--- src/rtl/ysyx_24100005_arb_pkg.sv ---
// Shared encodings for the IFU/LSU memory arbiter: FSM states and owner IDs.
package ysyx_24100005_arb_pkg;

    localparam int unsigned STATE_W = 2;

    typedef enum logic [STATE_W-1:0] {
        IDLE = 2'd0,
        REQ  = 2'd1,
        RESP = 2'd2
    } arb_state_t;

    localparam logic OWNER_IFU = 1'b0;
    localparam logic OWNER_LSU = 1'b1;

    // The requester that did not own the previous grant.
    function automatic logic other_owner(input logic owner);
        return (owner == OWNER_IFU) ? OWNER_LSU : OWNER_IFU;
    endfunction

endpackage

--- src/rtl/ysyx_24100005_arb_pick.sv ---
// Combinational grant picker for the IFU/LSU arbiter.
// ARB_RR_EN selects round-robin on contention; otherwise the LSU has fixed priority.
module ysyx_24100005_arb_pick (
    input  logic ifu_valid,
    input  logic lsu_valid,
    input  logic last_owner,
    output logic grant,
    output logic owner
);
    import ysyx_24100005_arb_pkg::*;

    always_comb begin
        grant = ifu_valid | lsu_valid;
        owner = OWNER_IFU;
`ifdef ARB_RR_EN
        if (ifu_valid && lsu_valid) begin
            owner = other_owner(last_owner);
        end else if (lsu_valid) begin
            owner = OWNER_LSU;
        end
`else
        if (lsu_valid) begin
            owner = OWNER_LSU;
        end
`endif
    end

`ifndef ARB_RR_EN
    // History is irrelevant under fixed priority.
    logic unused_last_owner;
    assign unused_last_owner = last_owner;
`endif

endmodule

--- src/rtl/ysyx_24100005_mem_arbiter.sv ---
// Shares one memory handshake port between IFU and LSU, one locked transaction at a time.
// Define ARB_RR_EN for round-robin arbitration; default is fixed LSU-over-IFU priority.
module ysyx_24100005_mem_arbiter #(
    parameter int unsigned ADDR_W = 32,
    parameter int unsigned DATA_W = 32
) (
    input  logic                  clk,
    input  logic                  rst,

    input  logic                  ifu_req_valid,
    output logic                  ifu_req_ready,
    input  logic [ADDR_W-1:0]     ifu_req_addr,
    output logic                  ifu_resp_valid,
    input  logic                  ifu_resp_ready,
    output logic [DATA_W-1:0]     ifu_resp_rdata,

    input  logic                  lsu_req_valid,
    output logic                  lsu_req_ready,
    input  logic [ADDR_W-1:0]     lsu_req_addr,
    input  logic                  lsu_req_wen,
    input  logic [DATA_W-1:0]     lsu_req_wdata,
    input  logic [DATA_W/8-1:0]   lsu_req_wmask,
    output logic                  lsu_resp_valid,
    input  logic                  lsu_resp_ready,
    output logic [DATA_W-1:0]     lsu_resp_rdata,

    output logic                  mem_req_valid,
    input  logic                  mem_req_ready,
    output logic [ADDR_W-1:0]     mem_req_addr,
    output logic                  mem_req_wen,
    output logic [DATA_W-1:0]     mem_req_wdata,
    output logic [DATA_W/8-1:0]   mem_req_wmask,
    input  logic                  mem_resp_valid,
    output logic                  mem_resp_ready,
    input  logic [DATA_W-1:0]     mem_resp_rdata
);
    import ysyx_24100005_arb_pkg::*;

    localparam int unsigned MASK_W = DATA_W / 8;

    arb_state_t state;
    logic       owner;
    logic       last_owner;
    logic       pick_grant;
    logic       pick_owner;

    ysyx_24100005_arb_pick u_pick (
        .ifu_valid  (ifu_req_valid),
        .lsu_valid  (lsu_req_valid),
        .last_owner (last_owner),
        .grant      (pick_grant),
        .owner      (pick_owner)
    );

    // Grant is offered only in IDLE; responses are steered to the locked owner only in RESP.
    always_comb begin
        ifu_req_ready  = 1'b0;
        lsu_req_ready  = 1'b0;
        ifu_resp_valid = 1'b0;
        lsu_resp_valid = 1'b0;
        ifu_resp_rdata = '0;
        lsu_resp_rdata = '0;
        mem_resp_ready = 1'b0;

        if (state == IDLE && pick_grant) begin
            ifu_req_ready = (pick_owner == OWNER_IFU);
            lsu_req_ready = (pick_owner == OWNER_LSU);
        end

        if (state == RESP) begin
            if (owner == OWNER_LSU) begin
                lsu_resp_valid = mem_resp_valid;
                lsu_resp_rdata = mem_resp_rdata;
                mem_resp_ready = lsu_resp_ready;
            end else begin
                ifu_resp_valid = mem_resp_valid;
                ifu_resp_rdata = mem_resp_rdata;
                mem_resp_ready = ifu_resp_ready;
            end
        end
    end

    // Transaction FSM; the memory request fields are captured at grant and held until the next grant.
    always_ff @(posedge clk) begin
        if (rst) begin
            state         <= IDLE;
            owner         <= OWNER_IFU;
            last_owner    <= OWNER_IFU;
            mem_req_valid <= 1'b0;
            mem_req_addr  <= '0;
            mem_req_wen   <= 1'b0;
            mem_req_wdata <= '0;
            mem_req_wmask <= '0;
        end else begin
            case (state)
                IDLE: begin
                    if (pick_grant) begin
                        state         <= REQ;
                        owner         <= pick_owner;
                        last_owner    <= pick_owner;
                        mem_req_valid <= 1'b1;
                        if (pick_owner == OWNER_LSU) begin
                            mem_req_addr  <= lsu_req_addr;
                            mem_req_wen   <= lsu_req_wen;
                            mem_req_wdata <= lsu_req_wdata;
                            mem_req_wmask <= lsu_req_wmask;
                        end else begin
                            // Instruction fetches are always plain reads.
                            mem_req_addr  <= ifu_req_addr;
                            mem_req_wen   <= 1'b0;
                            mem_req_wdata <= DATA_W'(0);
                            mem_req_wmask <= MASK_W'(0);
                        end
                    end
                end
                REQ: begin
                    if (mem_req_ready) begin
                        state         <= RESP;
                        mem_req_valid <= 1'b0;
                    end
                end
                RESP: begin
                    if (mem_resp_valid && mem_resp_ready) begin
                        state <= IDLE;
                    end
                end
                default: begin
                    state         <= IDLE;
                    mem_req_valid <= 1'b0;
                end
            endcase
        end
    end

endmodule
--- config.mk ---
export PLATFORM = sky130hd
export DESIGN_NAME = ysyx_24100005_mem_arbiter
export DESIGN_NICKNAME = d
export VERILOG_FILES = /design/src/rtl/ysyx_24100005_arb_pkg.sv /design/src/rtl/ysyx_24100005_arb_pick.sv /design/src/rtl/ysyx_24100005_mem_arbiter.sv
export SDC_FILE = /design/constraint.sdc
export NUM_CORES = 1
export LEC_CHECK = 0
export BUFFER_PORTS_ARGS = -buffer_cell sky130_fd_sc_hd__buf_4
export CORE_ASPECT_RATIO = 0.5
export CORE_MARGIN = 4
export CORE_UTILIZATION = 40
export CTS_CLUSTER_DIAMETER = 30
export CTS_CLUSTER_SIZE = 28
export DETAILED_ROUTE_END_ITERATION = 8
export PLACE_DENSITY = 0.83
export SETUP_SLACK_MARGIN = 0.3
export SLEW_MARGIN = 20
export SYNTH_ARGS = -nofsm -noshare
export SYNTH_HDL_FRONTEND = slang
export SYNTH_HIERARCHICAL = 1
export SYNTH_SLANG_ARGS = --single-unit
--- constraint.sdc ---
create_clock -name clk -period 2.6 [get_ports clk]
set_clock_uncertainty 0.2 [all_clocks]
set_input_delay 0.26 -clock clk [delete_from_list [all_inputs] [get_ports clk]]
set_output_delay 0.26 -clock clk [all_outputs]
set_load 0.01 [all_outputs]
==> summary.md <==
| Metric | Value |
|---|---|
| Final Power | 3.29 mW |
| Critical Path RT | 2140 ps |
| Synth area leaders | dfxtp_1 (44%), and2_1 (12%), mux2i_1 (10%) |
| RD Place Congestion | 0.790 |
| Routed len/inst | 16.7 microns |
| Sequential fraction of the synthesis area | 44.4% |
| Worst Hold Class | input pin to flip-flop |
| CTS sink cnt | 73 |
| Post-layout util | 73.5% |
| Largest net degree at the start of global routing | 72 |
| Synth warnings | 6 |
| Via count | 3733 |
| Grt ovf | 0 |
| Syn Nets | 514 |
| Placed instance area | 5420 sq um |
| Compound-cell area share of the yosys netlist | 15.3% |
| Gr usage total | 24.8% |
| Initial antenna violation count | 0 |
| Area Overhead vs Synth | 78.8% |
| 1st-pass router iterations | 6 |
| Clock tree from TritonCTS | done |
| Final Cycle Share | 83.1% |
| Wl on met1 | 4850 microns |
| # setup viols final | 0 |
| Port bufs | 279 |
| LEAKAGE | 2.87 nW |
| Top routing layer in use | met4 |
| Mux contribution to synthesized area | 10.0% |
| Min Tclk post-route | 2160 ps |
| WHS | 4.25 ps |
| Worst setup path start | state[0]$_SDFFE_PP0P_ |
| Number of distinct library cells after synthesis | 22 |
| CP Capture Type | output pin |
| Worst path most repeated cell | buf_4 |
| RSZ-0062 raised after global routing | no |
| Ant diodes | 0 |
| Max Cap Viol | 0 |
| Fin cells | 766 |
| Mapped Avg Cell Area | 8.82 sq um |
| Critical-path cell list | nand2b_1, nor2_1, buf_4, and2_1, buf_4 |
| Row cnt | 23 |
| Vias in the first global route | 3713 |
| TritonCTS Buffers | 9 |
| Clock transition at path regs | 60 ps |
| Placed cell count | 737 |
| Vias per inst | 4.87 |
| Synth Cell Area | 3290 sq um |
| Post-route antenna net violation count | 0 |
| FF+latch count, synth | 73 |
| Share of cells above drive strength 1 | 46.9% |
| PD cells | 559 nW/um^2 |
| CP peak stage delay | 510 ps |
| Die extent in y | 72.1 microns |
| Initial DRC count | 230 |
| Root buffer cell | clkbuf_16 |
| CP bufs+invs | 2 |
| Core area | 8000 sq um |
| Largest family of logic cells by synthesized area | simple AND/OR/NAND/NOR gates |
| Family with the most delay on the worst path | flip-flops |
| Starting Density | 41.1% |
| Slowest CP cell | dfxtp_1 |
| Most frequent cell after synthesis | dfxtp_1 |
| Synthesized-area fraction occupied by xor and xnor cells | 0% |
| Setup TNS | 0 ps |
| Slew headroom | 40.6% |
| DPL Wire Length | 9680 microns |
| Worst vdd ir | 0.000451 V |
| Final-stage net count | 790 |
| DRC | 0 |
| Crit start category | flip-flop |
| H-tree Lvls | 3 |
| # IOs | 280 |
| Status | finished clean |
| Global-route wire length before repair | 19000 microns |
| Max-slew violation count | 0 |
| Post-synth top area share | 44.4% |
| Die area | 9830 sq um |
| Most common library cells after synthesis | dfxtp_1 (73), and2_1 (64), a21oi_1 (40) |
| Clk Latency, worst-skew pair | 330 ps |
| Worst-Margin Slew | 890 ps |
| Pre-CTS setup slack | 220 ps |
| Clock Tree Buf Depth | 2 |
| EDFF count, synth | 0 |
| Worst hold start | lsu_req_addr[16] |
| Worst-path maximum fanout | 32 |
| Fin worst setup slack | 440 ps |
| Reg2Reg Launch Point | state[0]$_SDFFE_PP0P_ |
| Met3 routed WL | 895 microns |
| Leading area contributor after synthesis | dfxtp_1 |
| WL met2 | 6720 microns |
| Dominant synthesized flop cell | dfxtp_1 |
| Post-synth ARST share | 0% |
| Total Wirelength | 12800 microns |
| Die width | 136 microns |
| Design area | 5880 sq um |
| Critical Path AT | 1700 ps |
| Setup CP Type | flip-flop to output pin |
| Adder-cell area share of the yosys netlist | 0% |
| Fmax | 0.463 GHz |
| Synth Instances | 373 |
| Simple-gate share of the synthesized area | 25.0% |
| Hold Violations, Final | 0 |
registers in the layout, indices dropped and copies added (netlist names):
register       count
last_owner         1
mem_req_valid      1
mem_req_wdata     32
mem_req_wmask      4
state              2
mem_req_wen        1
mem_req_addr      32
kinds of logic after synthesis:
kind of cell	count (synthesis)
AND/OR/NAND/NOR	155
AO/OA/AOI/OAI	75
flip-flops	73
buffers and inverters	37
multiplexers	33
path summary, 6_finish.rpt:
| check | to | slack [ps] | cells after the start |
|---|---|---|---|
| setup / recovery | lsu_resp_rdata[0] | 440 | 5 |
| hold / removal | mem_req_addr[16]$_SDFFE_PP0P_ | 4 | 3 |
| hold reg to reg | mem_req_wdata[25]$_SDFFE_PP0P_ | 250 | 2 |
| setup reg to reg | mem_req_wdata[30]$_SDFFE_PP0P_ | 640 | 4 |
placed cells by master, fill, tap and decap left out, types with 2 or more instances in the layout:
| master | instances |
|---|---|
| a21oi_1 | 40 |
| and2_1 | 64 |
| buf_4 | 286 |
| bufinv_16 | 2 |
| clkbuf_16 | 9 |
| clkbuf_8 | 2 |
| clkinv_2 | 2 |
| dfxtp_1 | 72 |
| dlygate4sd3_1 | 11 |
| inv_1 | 3 |
| mux2i_1 | 33 |
| nand2_1 | 39 |
| nand2b_1 | 2 |
| nand3_1 | 37 |
| nor2_1 | 6 |
| nor3_1 | 2 |
| o2bb2ai_1 | 32 |
cell type report:
type,count,area [sq um]
Inverter,3,11.3
Tap cell,112,140
Multi-Input combinational cell,264,1670
Clock buffer,11,253
Fill cell,624,2120
Clock inverter,5,77.6
Sequential cell,73,1460
Timing Repair Buffer,298,2270
power breakdown:
part	switching, mW	internal, mW
sequential	0.0532	1.21
clock	0.459	0.889
combinational	0.313	0.368
total	0.825	2.46
routing by layer:
layer,up-vias,global-route usage (%)
met5,-,0
met4,0,9.50
met3,25,6.93
met2,148,45.9
met1,1723,27.2
li1,1837,-
repair_timing:
| item | CTS | global route |
|---|---|---|
| setup endpoints to repair | 1 | 39 |
| buffers inserted | 1 | 0 |
| gates resized for setup | 0 | 2 |
| pin swaps | 1 | 0 |
| hold buffers | 11 | 0 |
| endpoints found under the hold margin | 7 | 0 |
| gates cloned | 1 | 0 |
worst min-delay path, cell delays in order:
cell and delay (ps):
buf_4 70, mux2i_1 50, o2bb2ai_1 110
No activity file was read; power rests on OpenSTA's default activity.
